--- src/rtl/complex_nr_pkg.sv ---
// complex_nr_pkg: shared encodings, fixed operands and LFSR step for the operand driver.
// Revision 1.0
`default_nettype none

package complex_nr_pkg;

  typedef enum logic [1:0] {
    MODE_FIXED    = 2'd0,
    MODE_LFSR_ONE = 2'd1,
    MODE_CORNER   = 2'd2,
    MODE_LFSR_N   = 2'd3
  } mode_e;

  typedef enum logic [2:0] {
    ST_IDLE  = 3'd0,
    ST_LOAD  = 3'd1,
    ST_VALID = 3'd2,
    ST_GAP   = 3'd3,
    ST_DONE  = 3'd4
  } state_e;

  localparam int unsigned FIX_OP1_RE = 2;
  localparam int unsigned FIX_OP1_IM = 3;
  localparam int unsigned FIX_OP2_RE = 4;
  localparam int unsigned FIX_OP2_IM = 2;

  // Right-shift Galois taps for x^32 + x^22 + x^2 + x + 1.
  localparam logic [31:0] LFSR_POLY = 32'h8020_0003;

  function automatic logic [31:0] lfsr_next(input logic [31:0] s);
    return (s >> 1) ^ (s[0] ? LFSR_POLY : 32'h0);
  endfunction

endpackage

`default_nettype wire

--- src/rtl/complex_nr_lfsr.sv ---
// complex_nr_lfsr: 32-bit Galois LFSR with seed reload and advance enable.
// Revision 1.0
`default_nettype none

module complex_nr_lfsr
  import complex_nr_pkg::*;
#(
  parameter logic [31:0] SEED = 32'h1
) (
  input  logic        clk,
  input  logic        rstn,
  input  logic        load,
  input  logic        adv,
  output logic [31:0] state
);

  always_ff @(posedge clk or negedge rstn) begin
    if (!rstn) begin
      state <= SEED;
    end else if (load) begin
      state <= SEED;
    end else if (adv) begin
      state <= lfsr_next(state);
    end
  end

endmodule

`default_nettype wire

--- src/rtl/complex_nr_op_driver.sv ---
// complex_nr_op_driver: issues complex operand words to a multiplier over a valid/ready handshake.
// Revision 1.0
`default_nettype none

module complex_nr_op_driver
  import complex_nr_pkg::*;
#(
  parameter int          DATA_WIDTH     = 8,
  parameter int          TRANSACTION_NR = 20,
  parameter int          GAP_CYCLES     = 2,
  parameter logic [31:0] LFSR_SEED      = 32'h1
) (
  input  logic                    clk,
  input  logic                    rstn,
  input  logic                    sw_rst,
  input  logic                    start,
  input  logic [1:0]              mode,
  input  logic                    op_ready,
  output logic                    op_val,
  output logic [4*DATA_WIDTH-1:0] op_data,
  output logic                    busy,
  output logic                    done,
  output logic [15:0]             trans_cnt
);

  localparam int OPW = 4 * DATA_WIDTH;
  localparam logic [OPW-1:0] FIXED_WORD = {DATA_WIDTH'(FIX_OP1_RE), DATA_WIDTH'(FIX_OP1_IM),
                                           DATA_WIDTH'(FIX_OP2_RE), DATA_WIDTH'(FIX_OP2_IM)};
  localparam logic [9:0]  GAP_LAST     = (GAP_CYCLES > 0) ? 10'(GAP_CYCLES - 1) : 10'd0;
  localparam logic [15:0] RUN_TARGET_N = 16'(TRANSACTION_NR);

  state_e          state;
  state_e          state_nxt;
  mode_e           run_mode;
  logic [9:0]      gap_cnt;
  logic [31:0]     lfsr_state;
  logic [31:0]     lfsr_adv;
  logic [OPW-1:0]  word_nxt;
  logic [15:0]     cnt_inc;
  logic [15:0]     run_target;
  logic            lfsr_en;
  logic            xfer;

  assign lfsr_en    = (state == ST_LOAD) &&
                      ((run_mode == MODE_LFSR_ONE) || (run_mode == MODE_LFSR_N));
  assign lfsr_adv   = lfsr_next(lfsr_state);
  assign xfer       = (state == ST_VALID) && op_val && op_ready;
  assign cnt_inc    = trans_cnt + 16'd1;
  assign run_target = (run_mode == MODE_LFSR_N) ? RUN_TARGET_N : 16'd1;

  complex_nr_lfsr #(
    .SEED (LFSR_SEED)
  ) u_lfsr (
    .clk   (clk),
    .rstn  (rstn),
    .load  (sw_rst),
    .adv   (lfsr_en),
    .state (lfsr_state)
  );

  // The word loaded in LOAD uses the post-advance LFSR value, matching the register update.
  always_comb begin
    word_nxt = lfsr_adv[OPW-1:0];
    case (run_mode)
      MODE_FIXED:  word_nxt = FIXED_WORD;
      MODE_CORNER: word_nxt = '1;
      default:     word_nxt = lfsr_adv[OPW-1:0];
    endcase
  end

  always_ff @(posedge clk or negedge rstn) begin
    if (!rstn) begin
      state <= ST_IDLE;
    end else if (sw_rst) begin
      state <= ST_IDLE;
    end else begin
      state <= state_nxt;
    end
  end

  always_comb begin
    state_nxt = state;
    busy      = (state != ST_IDLE);
    done      = (state == ST_DONE);
    case (state)
      ST_IDLE:  if (start) state_nxt = ST_LOAD;
      ST_LOAD:  state_nxt = ST_VALID;
      ST_VALID: begin
        if (xfer) begin
          if (cnt_inc == run_target) state_nxt = ST_DONE;
          else if (GAP_CYCLES == 0)  state_nxt = ST_LOAD;
          else                       state_nxt = ST_GAP;
        end
      end
      ST_GAP:   if (gap_cnt == GAP_LAST) state_nxt = ST_LOAD;
      ST_DONE:  state_nxt = ST_IDLE;
      default:  state_nxt = ST_IDLE;
    endcase
  end

  always_ff @(posedge clk or negedge rstn) begin
    if (!rstn) begin
      run_mode  <= MODE_FIXED;
      op_val    <= 1'b0;
      op_data   <= '0;
      trans_cnt <= 16'd0;
      gap_cnt   <= 10'd0;
    end else if (sw_rst) begin
      run_mode  <= MODE_FIXED;
      op_val    <= 1'b0;
      op_data   <= '0;
      trans_cnt <= 16'd0;
      gap_cnt   <= 10'd0;
    end else begin
      case (state)
        ST_IDLE: begin
          if (start) begin
            run_mode  <= mode_e'(mode);
            trans_cnt <= 16'd0;
          end
        end
        ST_LOAD: begin
          op_val  <= 1'b1;
          op_data <= word_nxt;
        end
        ST_VALID: begin
          if (xfer) begin
            op_val    <= 1'b0;
            trans_cnt <= cnt_inc;
            gap_cnt   <= 10'd0;
          end
        end
        ST_GAP:  gap_cnt <= gap_cnt + 10'd1;
        default: ;
      endcase
    end
  end

endmodule

`default_nettype wire
--- config.mk ---
export PLATFORM = sky130hd
export DESIGN_NAME = complex_nr_op_driver
export DESIGN_NICKNAME = d
export VERILOG_FILES = /design/src/rtl/complex_nr_pkg.sv /design/src/rtl/complex_nr_lfsr.sv /design/src/rtl/complex_nr_op_driver.sv
export SDC_FILE = /design/constraint.sdc
export NUM_CORES = 1
export LEC_CHECK = 0
export ABC_AREA = 1
export CAP_MARGIN = 20
export CORE_MARGIN = 3
export CORE_UTILIZATION = 60
export CTS_BUF_LIST = sky130_fd_sc_hd__clkbuf_8 sky130_fd_sc_hd__clkbuf_16
export CTS_CLUSTER_SIZE = 12
export DETAILED_ROUTE_END_ITERATION = 6
export PLACE_DENSITY = 0.82
export SYNTH_ARGS = -nofsm -noshare
export SYNTH_HDL_FRONTEND = slang
export SYNTH_SLANG_ARGS = --single-unit
--- constraint.sdc ---
create_clock -name clk -period 2.5 [get_ports clk]
set_input_delay 0.5 -clock clk [delete_from_list [all_inputs] [get_ports clk]]
set_output_delay 0.5 -clock clk [all_outputs]
set_load 0.005 [all_outputs]
==> impl_metrics.json <==
{
  "outcome": "completed",
  "critPathBufInv": 2,
  "gr-total-overflow": 0,
  "synth_edf_count": 0,
  "cts_setup_buffers": 0,
  "antenna_found_initial": 0,
  "synthArstFlopShare_pct": 100,
  "synth.area.mux_share_pct": 0,
  "cts_buffer_depth": 2,
  "cp_max_fo": 11,
  "yosysWarningCount": 0,
  "synth_cells": 534,
  "cts_tree": "built",
  "arrival_ns": 2.40,
  "clkLatencyLatePin_ns": 0.36,
  "synth_xor_area_share_pct": 0.935,
  "syn_area_mm2": 0.00469,
  "worstPathRequired_ns": 2.74,
  "dieArea_mm2": 0.00891,
  "yosys.area.top_type_share_pct": 50.7,
  "die_h_um": 94.4,
  "hold_path_class": "in -> async",
  "post_drt_wl_per_cell_um": 14.9,
  "ctsResizeCount": 0,
  "synth_common_cells": "140 x nand2_1, 95 x dfrtp_1, 70 x inv_1",
  "root_buffer": "clkbuf_8",
  "synth_top_family_by_area": "simple AND/OR/NAND/NOR gates",
  "finalSetupTns_ns": 0,
  "yosys.area_share.simple_pct": 22.5,
  "synth_compound_area_share_pct": 15.6,
  "setup_violations": 0,
  "end_kind": "flop",
  "numPlacedInstances": 680,
  "layout_min_cycle_time_ns": 2.16,
  "cts_buffers": 9,
  "period_share_pct": 86.4,
  "irDropWorstVdd_mv": 0.411,
  "grt_pass1_vias": 3865,
  "powerDensity_mw_per_mm2": 683,
  "first_iter_violations": 177,
  "dp_hpwl_um": 7380,
  "vias": 3903,
  "gp_congestion": 0.846,
  "start_kind": "flop",
  "final_max_slew_viol_count": 0,
  "cts_num_sinks": 96,
  "areaGrowthSynthToFinish_pct": 18.9,
  "cts.clk_slew.worst_paths_ns": 0.10,
  "timing.critical_path.mode_cell": "nand2_1",
  "grt_pass1_wl_um": 17800,
  "synthesis.nets": 544,
  "synthAdderAreaFrac_pct": 0.801,
  "diodes": 0,
  "finClkSkew_ns": 0.0107,
  "synth_area_leaders": "dfrtp_1 51%, nand2_1 11%, inv_1 5.6%",
  "p_leak_uw": 0.00246,
  "maxCapViolations": 0,
  "ant_nets": 0,
  "synth_cell_types": 40,
  "grt_max_degree": 42,
  "wl_um": 10400,
  "postLayoutCoreUtil_pct": 75.2,
  "yosysMostFrequentCell": "nand2_1",
  "io_buffer_count": 57,
  "total_power_uw": 3800,
  "slowest_stage": "o21ai_2",
  "timing.critical_path.cells": "nor3_4 > inv_2 > o21ai_2 > clkinv_1 > nand2_1 > nand2_1",
  "synth_top_cell_by_area": "dfrtp_1",
  "ys.flop_type": "dfrtp_1",
  "fin_cells": 696,
  "fmax_mhz": 463,
  "worst_pin_slew_ns": 0.557,
  "max_stage_delay_ns": 0.46,
  "syn_area_per_cell_um2": 8.77,
  "rsz0062_at_grt": "no",
  "htree_levels": 3,
  "drt_pass1_iterations": 5,
  "viasPerCell": 5.61,
  "ys_ff_latch": 96,
  "track_usage_pct": 25.2,
  "cts.hold.buffers_added": 0,
  "ios": 58,
  "critPathTopFamily": "simple AND/OR/NAND/NOR gates",
  "drcViolationCount": 0,
  "slew_headroom_pct": 62.8,
  "core-area_mm2": 0.00741,
  "seq_area_frac_synth_pct": 51.3,
  "start_util_pct": 63.2,
  "path_class": "reg -> reg",
  "fp-row-count": 31,
  "finalHoldViolations": 0,
  "final_layout_size_suffix_gt1_share_pct": 11.6,
  "layout.nets": 602,
  "die_x_um": 94.4
}
==> flip-flops by register name, indices dropped and copies added (netlist names) <==
name,flops
op_val,1
u_lfsr.state,32
run_mode,2
trans_cnt,16
state,3
gap_cnt,10
op_data,32
==> metrics by stage <==
stage | instance area (um2) | setup slack, ns | hold slack [ns]
CTS | 5570 | 0.345 | 0.113
global route | 5570 | 0.144 | 0.120
floorplan | 4690 | 0.749 | 0.204
global placement | 5370 | 0.339 | 0.465
detailed placement | 5370 | 0.308 | 0.466
finish | 5570 | 0.339 | 0.100
==> metal layers <==
metal	global-route usage, %	wire [um]	vias up
met3	3.98	486	16
met2	43.7	5320	114
met5	0	0	-
li1	-	-	1870
met1	32.3	4370	1903
met4	8.78	173	0
==> worst paths after layout <==
check / from / to / slack (ns) / depth (start not counted)
setup / recovery: state[2] / u_lfsr.state[29] / 0.34 / 6
hold / removal: rstn / trans_cnt[8] / 0.1 / 1
setup reg to reg: state[2] / u_lfsr.state[29] / 0.34 / 6
hold reg to reg: op_data[17] / op_data[17] / 0.49 / 2
max in group asynchronous: rstn / op_data[18] / 1.75 / 2
min in group clk: op_data[17] / op_data[17] / 0.49 / 2
==> cell type report <==
cell class	instances	area (um2)
Clock buffer	10	138
Clock inverter	6	66.3
Fill cell	524	1840
Inverter	78	293
Multi-Input combinational cell	340	1870
Sequential cell	96	2400
Tap cell	99	124
Timing Repair Buffer	67	681
==> logic make-up (layout without fill, tap and decap cells) <==
group,after synthesis,count (layout)
adders and majority gates,3,3
AOI/OAI and AO/OA,95,95
buffers and inverters,98,161
DFF,96,96
xor gates and xnor gates,5,5
and+or+nand+nor,237,237
==> where the power goes <==
group | total, uW | internal (uW) | switching, uW
combinational | 989 | 389 | 600
sequential | 1770 | 1670 | 99.8
clock | 1040 | 494 | 549
==> placed cells by master, fill, tap and decap left out, drive strengths merged, types with 2 or more instances in the layout <==
cell / Yosys / final
clkdlybuf4s50: 0 / 56
ha: 3 / 3
xor2: 3 / 3
nand3: 31 / 31
o21a: 2 / 2
nand4: 8 / 8
clkbuf: 6 / 10
o211ai: 17 / 17
o21ai: 24 / 24
o22ai: 33 / 33
nor2: 49 / 49
buf: 14 / 11
or2: 2 / 2
dfrtp: 95 / 95
o2111ai: 6 / 6
nand2: 142 / 142
a21oi: 9 / 9
xnor2: 2 / 2
nor3: 4 / 4
clkinvlp: 0 / 2
inv: 77 / 80
(Power assumes the default switching activity.)
